**src/rtl/branch_sequencer.sv**
```systemverilog
// PC/branch sequencer: fetches through a req/ack handshake, runs the ALU compare for
// conditional branches, then commits the target or pc+4, trapping on misaligned targets.
module branch_sequencer #(
  parameter int unsigned     XLEN     = 32,
  parameter logic [XLEN-1:0] RESET_PC = '0,
  parameter int unsigned     CNT_W    = 16
) (
  input  logic             clk,
  input  logic             reset,
  output logic             fetch_req,
  output logic [XLEN-1:0]  fetch_addr,
  input  logic             fetch_ack,
  input  logic [1:0]       op,
  input  logic [2:0]       funct3,
  input  logic [XLEN-1:0]  target,
  output logic             alu_start,
  input  logic             alu_done,
  input  logic [3:0]       status,
  output logic [XLEN-1:0]  pc,
  output logic             taken,
  output logic             trap,
  input  logic             trap_clr,
  output logic [CNT_W-1:0] taken_cnt
);

  // ALU flag positions within status.
  localparam int unsigned Z_STATUS = 0;
  localparam int unsigned N_STATUS = 1;
  localparam int unsigned C_STATUS = 2;
  localparam int unsigned V_STATUS = 3;

  localparam logic [1:0] OP_JUMP   = 2'b01;
  localparam logic [1:0] OP_BRANCH = 2'b10;

  // The UPDATE cycle is split by outcome so taken can be decoded from the state alone.
  typedef enum logic [2:0] {
    S_FETCH,
    S_DECODE,
    S_CMP_START,
    S_CMP_WAIT,
    S_UPD_SEQ,
    S_UPD_TAKE,
    S_UPD_TRAP,
    S_TRAP
  } state_t;

  state_t           state;
  logic [2:0]       funct3_q;
  logic [XLEN-1:0]  target_q;

  function automatic logic branch_cond(input logic [2:0] f, input logic [3:0] s);
    logic lt;
    lt = s[N_STATUS] ^ s[V_STATUS];
    case (f)
      3'b000:  return s[Z_STATUS];
      3'b001:  return ~s[Z_STATUS];
      3'b100:  return lt;
      3'b101:  return ~lt;
      3'b110:  return s[C_STATUS];
      3'b111:  return ~s[C_STATUS];
      default: return 1'b0;
    endcase
  endfunction

  function automatic state_t update_state(input logic ld, input logic [XLEN-1:0] tgt);
    if (!ld)                 return S_UPD_SEQ;
    else if (tgt[1:0] != 2'b00) return S_UPD_TRAP;
    else                     return S_UPD_TAKE;
  endfunction

  always_ff @(posedge clk) begin
    if (reset) begin
      state     <= S_FETCH;
      pc        <= RESET_PC;
      taken_cnt <= '0;
      trap      <= 1'b0;
      funct3_q  <= '0;
      target_q  <= '0;
    end else begin
      case (state)
        S_FETCH: begin
          if (fetch_ack) state <= S_DECODE;
        end
        S_DECODE: begin
          funct3_q <= funct3;
          target_q <= target;
          if (op == OP_BRANCH)    state <= S_CMP_START;
          else if (op == OP_JUMP) state <= update_state(1'b1, target);
          else                    state <= S_UPD_SEQ;
        end
        S_CMP_START, S_CMP_WAIT: begin
          if (alu_done) state <= update_state(branch_cond(funct3_q, status), target_q);
          else          state <= S_CMP_WAIT;
        end
        S_UPD_SEQ: begin
          pc    <= pc + XLEN'(4);
          state <= S_FETCH;
        end
        S_UPD_TAKE: begin
          pc <= target_q;
          if (taken_cnt != {CNT_W{1'b1}}) taken_cnt <= taken_cnt + CNT_W'(1);
          state <= S_FETCH;
        end
        S_UPD_TRAP: begin
          trap  <= 1'b1;
          state <= S_TRAP;
        end
        S_TRAP: begin
          if (trap_clr) begin
            trap  <= 1'b0;
            state <= S_FETCH;
          end
        end
        default: state <= S_FETCH;
      endcase
    end
  end

  assign fetch_req  = (state == S_FETCH);
  assign alu_start  = (state == S_CMP_START);
  assign taken      = (state == S_UPD_TAKE);
  assign fetch_addr = pc;

endmodule

```
**config.mk**
```make
export PLATFORM = sky130hd
export DESIGN_NAME = branch_sequencer
export DESIGN_NICKNAME = d
export VERILOG_FILES = /design/src/rtl/branch_sequencer.sv
export SDC_FILE = /design/constraint.sdc
export NUM_CORES = 1
export LEC_CHECK = 0
export CAP_MARGIN = 20
export CELL_PAD_IN_SITES_DETAIL_PLACEMENT = 2
export CELL_PAD_IN_SITES_GLOBAL_PLACEMENT = 2
export CORE_MARGIN = 2
export CORE_UTILIZATION = 25
export CTS_BUF_LIST = sky130_fd_sc_hd__clkbuf_16
export DETAILED_ROUTE_END_ITERATION = 10
export HOLD_SLACK_MARGIN = 0.08
export PLACE_DENSITY = 0.73
export SLEW_MARGIN = 20
export SYNTH_ARGS = -nofsm -noshare
export SYNTH_HDL_FRONTEND = slang
export SYNTH_SLANG_ARGS = --single-unit
```
**constraint.sdc**
```tcl
create_clock -name clk -period 2.04 [get_ports clk]
set_input_delay 0.51 -clock clk [delete_from_list [all_inputs] [get_ports clk]]
set_output_delay 0.51 -clock clk [all_outputs]
set_load 0.01 [all_outputs]
```
==> results of run 1 <==
-- state kept, by name, indices dropped and copies added, names as in the netlist --
register and flops:
fetch_addr 32, funct3_q 3, state 3, taken_cnt 16, target_q 32, trap 1
-- metal layers --
metal,vias up,track usage,wire (um),part of all wire
met5,-,0,0,0
met4,0,0.0695,366,0.019
met3,19,0.0246,522,0.028
met2,98,0.340,9670,0.51
met1,2589,0.234,8250,0.44
li1,2435,-,-,-
-- what timing repair did --
action / 4_1_cts / 5_1_grt
gates cloned: 0 / 0
resized for setup: 11 / 14
endpoints found under the setup margin: 10 / 16
-- logic make-up after synthesis --
family,after synthesis,share of synthesized area
xor+xnor,2,0.00370
mux,19,0.0423
fa+ha+maj,2,0.00529
buf+inv,86,0.0947
simple gates,254,0.269
compound gates,159,0.216
flops,87,0.368
-- through the flow --
| step | area (um2) | power (uW) |
|---|---|---|
| CTS | 6660 | 4350 |
| global route | 6680 | 4500 |
| global placement | 6340 | 2590 |
| detailed placement | 6340 | 2620 |
| finish | 6680 | 4300 |
| floorplan | 4730 | 2260 |
-- area by class of cell --
| class | count | area (um2) | area share |
|---|---|---|---|
| Clock buffer | 9 | 225 | 0.0337 |
| Clock inverter | 7 | 73.8 | 0.0110 |
| Inverter | 12 | 45.0 | 0.00674 |
| Multi-Input combinational cell | 436 | 2580 | 0.386 |
| Sequential cell | 87 | 1760 | 0.263 |
| Tap cell | 234 | 293 | 0.0438 |
| Timing Repair Buffer | 183 | 1710 | 0.256 |
-- cells in the final DEF (no fill, tap or decap), types with 8 or more instances in the layout --
master and count:
a22oi_1 22, clkdlybuf4s50_1 125, inv_1 12, mux2_2 8
mux2i_1 11, dfxtp_2 10, nor3_1 18, nand2_1 102
nand3_1 17, buf_4 52, o21ai_0 15, a21oi_1 63
nand4_1 15, dfxtp_1 76, nor2b_1 13, nor2_1 27
clkbuf_16 9, nor4_1 16
-- power by group --
part	switching (uW)	internal (uW)
combinational	381	324
clock	773	953
sequential	89.6	1780
total	1240	3060
-- critical path, stage by stage (launching register included) --
cell and delay [ps]:
dfxtp_1 420, buf_4 170, clkdlybuf4s50_1 530
-- how the worst max path moves through the flow --
stage          slack, ps        endpoint  cells past startpoint
2_1_floorplan         90   taken_cnt[12]                      5
3_3_place_gp         100       alu_start                      2
3_5_place_dp          30   taken_cnt[12]                      4
4_1_cts                7  fetch_addr[21]                      4
5_1_grt                1          pc[24]                      1
6_report              50   fetch_addr[3]                      2
==> flow_metrics.tcl, run 1 <==
set metrics [dict create \
    clock-sinks 87 \
    r2r_setup_slack_ps 110 \
    insertion_delay_ps 360 \
    final_nets 777 \
    vdd_drop_max_mv 0.393 \
    die-area_um2 20000 \
    fin_util 0.358 \
    io_pins 130 \
    final_max_slew_viol_count 0 \
    worstSetupStartpoint "fetch_addr[3]" \
    chipWidth_um 142 \
    synth_cells 609 \
    initial_utilization 0.254 \
    numCtsBuffers 9 \
    fmax_ghz 0.503 \
    finalCriticalPeriod_ps 1990 \
    finalCritPeriodShare 0.974 \
    hp-start "target_q[20]" \
    worstPathMaxFanout 5 \
    synth.most_common_cell "nand2_1" \
    drtPass1Iterations 4 \
    crit_path_end_kind "output pin" \
    synth_common_cells "102 x nand2_1, 87 x dfxtp_1, 63 x a21oi_1" \
    min_to "target_q[20]" \
    worst_pin_slew_ps 752 \
    hold_buffers 0 \
    cts_tree "yes" \
    clockBufferDepth 2 \
    fin_setup_tns_ps 0 \
    hold_viol 0 \
    place_ws_ps 31.6 \
    whs_ps 463 \
    yosys_warnings 0 \
    syn_area_um2 4730 \
    ys_ff_latch 87 \
    synth_ff_type "dfxtp_1" \
    overflow 0 \
    routedWlPerCell_um 19.4 \
    setup_slack_ps 52.2 \
    fin_skew_ps 9.76 \
    grt_pass1_wl_mm 30.2 \
    drtIter0Drc 234 \
    whs_path_depth 2 \
    max_cap_violations 0 \
    p_leak_uw 0.00220 \
    antenna_found_initial 0 \
    portBuffers 129 \
    cts_max_level 3 \
    grt_max_degree 52 \
    final_antenna_net_count 0 \
    fill_cells 2122 \
    yosys-top-cells-area "dfxtp_1 37%, nand2_1 8.1%, a21oi_1 6.7%, buf_4 5.1%, a22oi_1 3.5%" \
    cp-start-kind "register" \
    grt_pass1_vias 5666 \
    fin_cells 968 \
    wl_mm 18.8 \
    path_class "register to output pin" \
    synth_nets 657 \
    finalSetupViolCount 0 \
    synth_top_area_share 0.368 \
    ys_seq_area_frac 0.368 \
    cts_root_buffer "clkbuf_16" \
    synth_enable_flop_cells 0 \
    r2r-end "taken_cnt[12]" \
    syn_to_final_growth_pct 41.3 \
    core_um2 18600 \
    die_y_um 142 \
    num_vias 5141 \
    relSlewSlack 0.498 \
    drive_above_1_share 0.144 \
    grt_util_all_layers 0.190 \
    rr_worst_depth 5 \
    vias_per_cell 5.31 \
    dp_cells 952 \
    async_flop_share 0 \
    diodes 0 \
    gp_congestion 0.766 \
    dp_hpwl_mm 13.7 \
    rsz0062_at_grt "false" \
    post_cts_buffers 0 \
    yosysTopAreaCell "dfxtp_1" \
    row_count 50 \
    status "completed" \
    clk_pin_slew_worst_paths_ps 70 \
    powerDensity_nw_per_um2 644 \
    avgSynthCellArea_um2 7.77 \
    cp.required_ps 1530 \
    drc_errors 0 \
    r2r-start "state[2]" \
    worstHoldPathType "register to register" \
    synth.distinct_cells 57 \
    arrival_ps 1480 \
]
Note: power is estimated with default switching activity, not from simulation.
==> run 2: changes to the inputs <==
--- a/config.mk
+++ b/config.mk
@@ -12,8 +12,9 @@
 export CORE_UTILIZATION = 25
 export CTS_BUF_LIST = sky130_fd_sc_hd__clkbuf_16
 export DETAILED_ROUTE_END_ITERATION = 10
+export DONT_BUFFER_PORTS = 1
 export HOLD_SLACK_MARGIN = 0.08
-export PLACE_DENSITY = 0.73
+export PLACE_DENSITY = 0.57
 export SLEW_MARGIN = 20
 export SYNTH_ARGS = -nofsm -noshare
 export SYNTH_HDL_FRONTEND = slang
==> flow_metrics.tcl, run 2 (synthesized netlist as in run 1, its figures left out) <==
set metrics [dict create \
    finalCritPeriodShare 0.941 \
    cts_root_buffer "clkbuf_16" \
    drtPass1Iterations 4 \
    p_leak_uw 0.00182 \
    cp.required_ps 1530 \
    fmax_ghz 0.521 \
    relSlewSlack 0.487 \
    grt_util_all_layers 0.184 \
    clk_pin_slew_worst_paths_ps 70 \
    io_pins 130 \
    powerDensity_nw_per_um2 733 \
    multi_input_area_um2 2560 \
    chipWidth_um 142 \
    grt_pass1_vias 5162 \
    fin_skew_ps 10.9 \
    portBuffers 0 \
    hold_buffers 0 \
    core_um2 18600 \
    routedWlPerCell_um 20.9 \
    drtIter0Drc 200 \
    whs_path_depth 1 \
    hold_viol 0 \
    worstHoldPathType "input pin to register" \
    grt_pass1_wl_mm 28.7 \
    initial_utilization 0.254 \
    vdd_drop_max_mv 0.414 \
    cts_tree "yes" \
    antenna_found_initial 1 \
    cts_max_level 3 \
    setup_slack_ps 121 \
    insertion_delay_ps 360 \
    crit_path_end_kind "output pin" \
    drive_above_1_share 0.164 \
    die-area_um2 20000 \
    diodes 0 \
    rr_worst_depth 5 \
    clock-sinks 87 \
    cp-start-kind "register" \
    drc_errors 0 \
    post_cts_buffers 0 \
    max_cap_violations 0 \
    dp_hpwl_mm 12.9 \
    fill_cells 2126 \
    hp-start "reset" \
    final_max_slew_viol_count 0 \
    whs_ps 215 \
    min_to "target_q[29]" \
    r2r-start "taken_cnt[0]" \
    worstPathMaxFanout 31 \
    final_cell_mix "102 x nand2_1, 86 x dfxtp_1, 66 x buf_4, 63 x a21oi_1, 28 x nor2_1" \
    row_count 50 \
    fin_setup_tns_ps 0 \
    num_vias 4662 \
    final_common_cell "nand2_1" \
    r2r_setup_slack_ps 130 \
    place_ws_ps 88.1 \
    rsz0062_at_grt "false" \
    vias_per_cell 5.45 \
    overflow 0 \
    path_class "register to output pin" \
    post_cts_resized 0 \
    worst_pin_slew_ps 770 \
    gp_congestion 0.783 \
    status "completed" \
    numCtsBuffers 9 \
    syn_to_final_growth_pct 16.2 \
    final_nets 664 \
    wl_mm 17.9 \
    finalSetupViolCount 0 \
    arrival_ps 1410 \
    grt_max_degree 100 \
    ff_latch_area_um2 1740 \
    r2r-end "taken_cnt[14]" \
    die_y_um 142 \
    finalCriticalPeriod_ps 1920 \
    clockBufferDepth 2 \
    final_antenna_net_count 0 \
]
run 2: stage by stage:
step	instances	cell area [um2]	power, uW	utilization
6_report	855	5500	4030	0.295
5_1_grt	855	5500	4250	0.295
4_1_cts	855	5490	4100	0.295
3_5_place_dp	839	5210	2430	0.280
3_3_place_gp	839	5210	2400	0.280
2_1_floorplan	609	4730	2260	-
run 2: worst max-delay path, cell delays in order (launching register included):
cell and delay, ps:
dfxtp_1 360, buf_12 190, nor3_1 310, buf_4 190
run 2: cell type report:
type / count / area share
Clock buffer: 9 / 0.0410
Clock inverter: 7 / 0.0105
Inverter: 12 / 0.00820
Multi-Input combinational cell: 436 / 0.465
Sequential cell: 87 / 0.317
Tap cell: 234 / 0.0533
Timing Repair Buffer: 70 / 0.105
run 2: power by group:
group | switching (uW) | internal, uW | total (uW)
sequential | 81.2 | 1780 | 1860
combinational | 333 | 186 | 518
clock | 715 | 930 | 1650
run 2: worst max path at each step:
stage	to	slack [ps]	from
2_1_floorplan	taken_cnt[12]	90	taken_cnt[0]
3_3_place_gp	taken_cnt[14]	210	taken_cnt[0]
3_5_place_dp	taken_cnt[12]	90	taken_cnt[0]
4_1_cts	taken	60	state[2]
5_1_grt	target_q[7]	0.7	state[1]
6_report	fetch_req	120	state[0]
run 2: metal layers:
layer | global-route usage | part of all wire | up-vias
met5 | 0 | 0 | -
met4 | 0.0563 | 0.017 | 0
met3 | 0.0530 | 0.053 | 22
met2 | 0.315 | 0.49 | 99
met1 | 0.225 | 0.44 | 2324
li1 | - | - | 2217
==> run 3: changes to the inputs <==
--- a/config.mk
+++ b/config.mk
@@ -19,3 +19,4 @@
 export SYNTH_ARGS = -nofsm -noshare
 export SYNTH_HDL_FRONTEND = slang
 export SYNTH_SLANG_ARGS = --single-unit
+export TNS_END_PERCENT = 5
==> results of run 3 <==
No change in the layout: final DEF, timing and power equal those of run 2.
